--- src/rtl/stage_execute_md.sv ---
// stage_execute_md
//   Execute stage between the decode/regfile-read latch and the memory stage.
//   It resolves operand B selection, single-cycle R-type ALU operations and
//   branch/jump redirects. It also contains an iterative signed multiply/divide
//   unit that retires one bit per cycle. A valid/ready handshake sits on both
//   sides, and the EX/MEM outputs are registered.
//
// Ports
//   clock, reset_n     rising-edge clock, asynchronous active-low reset
//   flush              synchronous kill of the in-flight op and the output slot
//   in_valid/in_ready  upstream handshake; in_ready drops while a mul/div runs
//   opcode, alu_op,    decoded instruction fields
//   shamt, immediate,
//   target
//   rf_a, rf_b         register operands ($rs / $rstatus, $rd)
//   pc_plus_4          PC of the next sequential instruction
//   out_valid/out_ready downstream handshake for the registered result
//   alu_result         registered ALU / mul / div / link result
//   store_data         registered rf_b, used by sw
//   take_branch, pc_in registered redirect request and next PC
//   ovf, div_zero      add/sub/mul/div overflow and divide-by-zero flags
module stage_execute_md #(
  parameter int WIDTH     = 32,
  parameter int IMM_W     = 17,
  parameter int TGT_W     = 27,
  parameter int MD_CYCLES = 32
) (
  input  logic               clock,
  input  logic               reset_n,
  input  logic               flush,
  input  logic               in_valid,
  output logic               in_ready,
  input  logic [4:0]         opcode,
  input  logic [4:0]         alu_op,
  input  logic [4:0]         shamt,
  input  logic [IMM_W-1:0]   immediate,
  input  logic [TGT_W-1:0]   target,
  input  logic [WIDTH-1:0]   rf_a,
  input  logic [WIDTH-1:0]   rf_b,
  input  logic [WIDTH-1:0]   pc_plus_4,
  output logic               out_valid,
  input  logic               out_ready,
  output logic [WIDTH-1:0]   alu_result,
  output logic [WIDTH-1:0]   store_data,
  output logic               take_branch,
  output logic [WIDTH-1:0]   pc_in,
  output logic               ovf,
  output logic               div_zero
);

  localparam logic [4:0] OP_RTYPE = 5'b00000;
  localparam logic [4:0] OP_J     = 5'b00001;
  localparam logic [4:0] OP_BNE   = 5'b00010;
  localparam logic [4:0] OP_JAL   = 5'b00011;
  localparam logic [4:0] OP_JR    = 5'b00100;
  localparam logic [4:0] OP_ADDI  = 5'b00101;
  localparam logic [4:0] OP_BLT   = 5'b00110;
  localparam logic [4:0] OP_SW    = 5'b00111;
  localparam logic [4:0] OP_LW    = 5'b01000;
  localparam logic [4:0] OP_BEX   = 5'b10110;

  localparam logic [4:0] FN_ADD = 5'b00000;
  localparam logic [4:0] FN_SUB = 5'b00001;
  localparam logic [4:0] FN_AND = 5'b00010;
  localparam logic [4:0] FN_OR  = 5'b00011;
  localparam logic [4:0] FN_SLL = 5'b00100;
  localparam logic [4:0] FN_SRA = 5'b00101;
  localparam logic [4:0] FN_MUL = 5'b00110;
  localparam logic [4:0] FN_DIV = 5'b00111;

  localparam int CNT_W = $clog2(MD_CYCLES);
  localparam logic [CNT_W-1:0] LAST = CNT_W'(MD_CYCLES - 1);
  localparam logic [WIDTH-1:0] MIN_VAL = {1'b1, {(WIDTH-1){1'b0}}};

  typedef enum logic {IDLE, BUSY} state_t;

  state_t state, state_next;
  logic [CNT_W-1:0] count;

  logic out_free, accept, is_md, is_div, md_done;
  logic [WIDTH-1:0] imm_ext, op_b, sum, diff, jump_pc, branch_pc;
  logic [WIDTH-1:0] sc_result, sc_pc;
  logic sc_ovf, sc_take;
  logic [WIDTH-1:0] a_mag, b_mag;

  // Multiply/divide working registers. For mul, {md_acc, md_q} is the
  // shifting product and md_m is the multiplicand. For div, md_acc is the
  // partial remainder, md_q collects the quotient and md_m is the divisor.
  // All three hold magnitudes; the sign is applied once at the end.
  logic [WIDTH-1:0] md_acc, md_q, md_m, md_pc, md_store;
  logic md_is_div, md_neg, md_dz, md_minov;

  logic [WIDTH:0]     mul_sum, div_shift;
  logic               div_ge;
  logic [WIDTH-1:0]   acc_next, q_next, quo_signed, md_result;
  logic [2*WIDTH-1:0] mul_mag, mul_signed;
  logic               md_ovf_fin;

  assign out_free  = ~out_valid | out_ready;
  assign is_md     = (opcode == OP_RTYPE) && (alu_op == FN_MUL || alu_op == FN_DIV);
  assign is_div    = (alu_op == FN_DIV);
  assign accept    = in_valid & in_ready & ~flush;
  assign md_done   = (state == BUSY) && (count == LAST) && out_free;
  assign imm_ext   = {{(WIDTH-IMM_W){immediate[IMM_W-1]}}, immediate};
  assign jump_pc   = {pc_plus_4[WIDTH-1:TGT_W], target};
  assign branch_pc = pc_plus_4 + imm_ext;
  assign a_mag     = rf_a[WIDTH-1] ? -rf_a : rf_a;
  assign b_mag     = rf_b[WIDTH-1] ? -rf_b : rf_b;

  // FSM state register.
  always_ff @(posedge clock or negedge reset_n) begin
    if (!reset_n) state <= IDLE;
    else          state <= state_next;
  end

  // Next-state and handshake. A finished mul/div stays BUSY at its final
  // count until the output slot is free. Flush abandons it.
  always_comb begin
    state_next = state;
    in_ready   = (state == IDLE) && out_free;
    case (state)
      IDLE: if (accept && is_md) state_next = BUSY;
      BUSY: if (flush || md_done) state_next = IDLE;
      default: state_next = IDLE;
    endcase
  end

  // Single-cycle ALU and branch resolution.
  always_comb begin
    op_b = rf_b;
    case (opcode)
      OP_ADDI, OP_SW, OP_LW: op_b = imm_ext;
      OP_BEX:                op_b = '0;
      default:               op_b = rf_b;
    endcase
    sum       = rf_a + op_b;
    diff      = rf_a - op_b;
    sc_result = sum;
    sc_ovf    = 1'b0;
    sc_take   = 1'b0;
    sc_pc     = pc_plus_4;
    case (opcode)
      OP_RTYPE: begin
        case (alu_op)
          FN_ADD: begin
            sc_result = sum;
            sc_ovf = (rf_a[WIDTH-1] == op_b[WIDTH-1]) && (sum[WIDTH-1] != rf_a[WIDTH-1]);
          end
          FN_SUB: begin
            sc_result = diff;
            sc_ovf = (rf_a[WIDTH-1] != op_b[WIDTH-1]) && (diff[WIDTH-1] != rf_a[WIDTH-1]);
          end
          FN_AND:  sc_result = rf_a & op_b;
          FN_OR:   sc_result = rf_a | op_b;
          FN_SLL:  sc_result = rf_a << shamt;
          FN_SRA:  sc_result = $unsigned($signed(rf_a) >>> shamt);
          default: sc_result = '0;
        endcase
      end
      OP_BNE: if (rf_a != rf_b) begin
        sc_take = 1'b1;
        sc_pc   = branch_pc;
      end
      OP_BLT: if ($signed(rf_b) < $signed(rf_a)) begin
        sc_take = 1'b1;
        sc_pc   = branch_pc;
      end
      OP_BEX: if (rf_a != '0) begin
        sc_take = 1'b1;
        sc_pc   = jump_pc;
      end
      OP_J: begin
        sc_take = 1'b1;
        sc_pc   = jump_pc;
      end
      OP_JAL: begin
        sc_take   = 1'b1;
        sc_pc     = jump_pc;
        sc_result = pc_plus_4;
      end
      OP_JR: begin
        sc_take = 1'b1;
        sc_pc   = rf_b;
      end
      default: ;
    endcase
  end

  // One mul/div iteration. The mul step is shift-add. The div step is a
  // restoring shift-subtract. The final result is taken from this step's
  // output while the FSM sits at its last count.
  always_comb begin
    mul_sum   = {1'b0, md_acc} + (md_q[0] ? {1'b0, md_m} : '0);
    div_shift = {md_acc, md_q[WIDTH-1]};
    div_ge    = div_shift >= {1'b0, md_m};
    if (md_is_div) begin
      acc_next = div_ge ? WIDTH'(div_shift - {1'b0, md_m}) : div_shift[WIDTH-1:0];
      q_next   = {md_q[WIDTH-2:0], div_ge};
    end else begin
      acc_next = mul_sum[WIDTH:1];
      q_next   = {mul_sum[0], md_q[WIDTH-1:1]};
    end
    mul_mag    = {acc_next, q_next};
    mul_signed = md_neg ? -mul_mag : mul_mag;
    quo_signed = md_neg ? -q_next : q_next;
    if (md_is_div) begin
      md_result  = md_dz ? '0 : quo_signed;
      md_ovf_fin = md_minov;
    end else begin
      md_result  = mul_signed[WIDTH-1:0];
      md_ovf_fin = mul_signed[2*WIDTH-1:WIDTH] != {WIDTH{mul_signed[WIDTH-1]}};
    end
  end

  // Mul/div operand capture and iteration.
  always_ff @(posedge clock or negedge reset_n) begin
    if (!reset_n) begin
      count     <= '0;
      md_acc    <= '0;
      md_q      <= '0;
      md_m      <= '0;
      md_pc     <= '0;
      md_store  <= '0;
      md_is_div <= 1'b0;
      md_neg    <= 1'b0;
      md_dz     <= 1'b0;
      md_minov  <= 1'b0;
    end else if (accept && is_md) begin
      count     <= '0;
      md_acc    <= '0;
      md_q      <= is_div ? a_mag : b_mag;
      md_m      <= is_div ? b_mag : a_mag;
      md_pc     <= pc_plus_4;
      md_store  <= rf_b;
      md_is_div <= is_div;
      md_neg    <= rf_a[WIDTH-1] ^ rf_b[WIDTH-1];
      md_dz     <= is_div && (rf_b == '0);
      md_minov  <= is_div && (rf_a == MIN_VAL) && (rf_b == '1);
    end else if (state == BUSY && count != LAST) begin
      count  <= count + 1'b1;
      md_acc <= acc_next;
      md_q   <= q_next;
    end
  end

  // EX/MEM output register. Flush has the highest priority. After that the
  // register loads a new single-cycle result or a finished mul/div result.
  // Otherwise it is emptied when the consumer takes it. It holds while
  // backpressured.
  always_ff @(posedge clock or negedge reset_n) begin
    if (!reset_n) begin
      out_valid   <= 1'b0;
      alu_result  <= '0;
      store_data  <= '0;
      take_branch <= 1'b0;
      pc_in       <= '0;
      ovf         <= 1'b0;
      div_zero    <= 1'b0;
    end else if (flush) begin
      out_valid   <= 1'b0;
      take_branch <= 1'b0;
    end else if (accept && !is_md) begin
      out_valid   <= 1'b1;
      alu_result  <= sc_result;
      store_data  <= rf_b;
      take_branch <= sc_take;
      pc_in       <= sc_pc;
      ovf         <= sc_ovf;
      div_zero    <= 1'b0;
    end else if (accept) begin
      out_valid   <= 1'b0;
      take_branch <= 1'b0;
    end else if (md_done) begin
      out_valid   <= 1'b1;
      alu_result  <= md_result;
      store_data  <= md_store;
      take_branch <= 1'b0;
      pc_in       <= md_pc;
      ovf         <= md_ovf_fin;
      div_zero    <= md_dz;
    end else if (out_valid && out_ready) begin
      out_valid   <= 1'b0;
      take_branch <= 1'b0;
    end
  end

endmodule
--- config.mk ---
export PLATFORM = sky130hd
export DESIGN_NAME = stage_execute_md
export DESIGN_NICKNAME = d
export VERILOG_FILES = /design/src/rtl/stage_execute_md.sv
export SDC_FILE = /design/constraint.sdc
export NUM_CORES = 2
export LEC_CHECK = 0
export ABC_AREA = 1
export BUFFER_PORTS_ARGS = -buffer_cell sky130_fd_sc_hd__buf_4
export CORE_MARGIN = 4
export CORE_UTILIZATION = 45
export DETAILED_ROUTE_END_ITERATION = 16
export PLACE_DENSITY = 0.67
export SKIP_CTS_REPAIR_TIMING = 1
export SLEW_MARGIN = 20
export SYNTH_ARGS = -nofsm -noshare
export SYNTH_HDL_FRONTEND = slang
export SYNTH_SLANG_ARGS = --single-unit
export TNS_END_PERCENT = 5
--- constraint.sdc ---
create_clock -name clock -period 11.7 [get_ports clock]
set_input_delay 2.34 -clock clock [delete_from_list [all_inputs] [get_ports clock]]
set_output_delay 2.34 -clock clock [all_outputs]
set_load 0.02 [all_outputs]
==> results.cfg <==
[cts]
clkSlewWorstSetupHoldPaths_ns = 0.06
cts_max_level = 2
cts_root_buf = clkbuf_16
cts_tree = done
clk_path_buf_depth = 3
clock-sinks = 270
numCtsBuffers = 36
clock_latency_ns = 0.58

[global_route]
track_usage_pct = 44.0
grt_max_degree = 138
grt_util_met2_pct = 66.8
grt_overflow = 0
met1_usage_pct = 51.7
use_met3_pct = 11.0
busiest_layer = met2
grt_pass1_wl_um = 257000
grt_pass1_vias = 38300
grt_antenna_before_repair = 8

[sta]
hold-worst-slack_ns = 0.471
worst_pin_slew_ns = 1.19
finClkSkew_ns = 0.0237
hold_viol_final = 0
fin_crit_sh_pct = 61.0
maxSlewHeadroom_pct = 20.0
rsz0062_at_grt = no
clock.fmax_mhz = 140
tns_ns = 0
setup_slack_ns = 4.56
slew_viol_final = 0
setup_viol = 0
finalCriticalPeriod_ns = 7.14

[worst_setup_path]
worst_setup_path_end_kind = flip-flop
crit_arrival_ns = 7.56
crit_required_ns = 12.12
crit_fanout = 33
cpPeakStageDelay_ns = 0.69
setup.worst_path.class = in -> reg
slowest_stage = a221oi_1
cp_common_cell = nand2_1
critPathLaunchType = primary input

[place]
dpl.hpwl_um = 139000
gp_congestion = 1.11
io_buffers = 260
place_ws_ns = 4.28

[final_layout]
fillerInstances = 7874
final_common_cell = nand2_1
nNetsFinal = 6105
final_util_pct = 50.9
area_growth_pct = 11.3
drive_gt1_share_pct = 8.50
final_cell_mix = nand2_1, inv_1, nor2_1, o21ai_0, a21oi_1

[power]
combPwrFrac_pct = 47.9
ir_worst_vdd_mv = 0.106
p_switching_w = 0.00210
p_seq_share_pct = 24.6
switching_share_pct = 47.3
intPower_w = 0.00233
power_density_nw_per_um2 = 118
clkPwrFrac_pct = 27.5
p_leak_nw = 19.3

[route]
routed_via_density = 6.14
drc = 0
drt_iter0_markers = 5117
wirelength_um = 179000
routedWlPerCell_um = 26.7
route.vias.total = 41100
drtAntennaViolNets = 0
drt-pass1-iter-count = 7

[synth]
synth_nets = 6004
ys_warn_count = 0
netlist_instances = 5611
synth-main-ff-cell = dfrtp_1
yosysUniqueCellTypes = 75
async_reset_ff_share_pct = 100
synth_area_sq_um = 33600
synth_edf_count = 0
seq_area_frac_synth_pct = 20.1
synth-seq-cells = 270
syn_area_per_cell_sq_um = 5.99

[status]
status = finished, final reports clean

[die]
die_width_um = 281
num_rows = 99
die_height_um = 281
core_area_sq_um = 73500
initial_utilization_pct = 45.7
pin_count = 261
fp.dieArea_sq_um = 79100

[worst_hold_path]
min_path_type = reg -> reg

[job]
cap_viol_max_count = 0
-- path summary, 6_finish.rpt --
| path | startpoint | endpoint | slack, ns | cells past startpoint |
|---|---|---|---|---|
| hold / removal | md_pc[15] | md_pc[15] | 0.47 | 2 |
| setup / recovery | opcode[3] | alu_result[16] | 4.56 | 29 |
| min in group asynchronous | reset_n | md_acc[18] | 1.72 | 1 |
| hold reg to reg | md_pc[15] | md_pc[15] | 0.47 | 2 |
| max in group asynchronous | reset_n | pc_in[7] | 8.50 | 2 |
| setup reg to reg | md_acc[1] | ovf | 5.08 | 34 |
-- sequential cells by signal, summed over array words and instances (netlist names), 5 cells and up --
signal / count
alu_result: 32
md_acc: 32
md_m: 32
md_pc: 32
md_q: 32
md_store: 32
pc_in: 32
store_data: 32
count: 5
-- metrics by stage --
step,cell area [sq um],total power (W),std cells
2_1_floorplan,33600,0.00234,5611
3_3_place_gp,36100,0.00313,6633
3_5_place_dp,36100,0.00313,6633
4_1_cts,37400,0.00434,6698
5_1_grt,37400,0.00465,6698
6_report,37400,0.00443,6702
-- synthesized netlist by cell type, types with 13 or more instances --
cell	n	share of area (%)
xor2_1	106	2.8
a31oi_1	30	0.56
inv_2	22	0.25
buf_2	14	0.21
nand4_1	68	1.3
o21bai_1	16	0.36
nand3_1	291	4.3
nand2_2	15	0.28
o21ai_1	17	0.25
a21oi_1	462	6.9
buf_1	24	0.27
o221ai_1	61	1.6
a221oi_1	22	0.57
xnor2_1	24	0.63
o21ai_0	523	7.8
o2111ai_1	18	0.47
o211ai_1	61	1.4
o22ai_1	71	1.3
nor3_1	62	0.92
nand3b_1	13	0.29
nand3_2	16	0.48
nand2_1	1448	16
clkinv_1	17	0.19
ha_1	228	8.5
dfrtp_1	270	20
or2_2	22	0.41
nor2_2	19	0.35
inv_1	772	8.6
clkbuf_1	189	2.1
nor2_1	529	5.9
nor4_1	23	0.43
-- routing by layer --
metal,part of all wire [%],vias up
met3,10,726
met1,36,19000
met4,11,12
met2,43,2605
met5,0.063,-
li1,-,18800
-- power by group through the flow --
| stage | clock network (W) | logic [W] | registers, W |
|---|---|---|---|
| floorplan | 0 | 0.00121 | 0.00113 |
| global placement | 0 | 0.00203 | 0.00110 |
| detailed placement | 0 | 0.00203 | 0.00110 |
| CTS | 0.00122 | 0.00204 | 0.00108 |
| global route | 0.00125 | 0.00230 | 0.00109 |
| finish | 0.00122 | 0.00212 | 0.00109 |
-- worst max-delay path, delay by kind of cell --
kind                     cells  cell delay [ns]
AO/OA/AOI/OAI                8             2.31
AND/OR/NAND/NOR             13             1.51
buffers and inverters        6             0.93
adder cells (fa/ha/maj)      2             0.48
-- area by class of cell --
type,count,area (sq um),area share (%)
multi-input cells,4292,22800,61.1
flip-flops and latches,270,6760,18.1
inverters,811,3050,8.15
repair buffers,301,2280,6.10
well taps,959,1200,3.21
clock buffers,46,988,2.64
clock inverters,19,268,0.716
diodes,4,10.0,0.0268
-- cells by family after synthesis --
| logic type | after synthesis | share of synthesized area (%) |
|---|---|---|
| mux | 10 | 0.298 |
| compound gates | 1385 | 23.7 |
| simple gates | 2534 | 31.7 |
| xor+xnor | 130 | 3.39 |
| flops | 270 | 20.1 |
| buf+inv | 1049 | 12.0 |
| fa+ha+maj | 233 | 8.79 |
(Power assumes the default switching activity.)
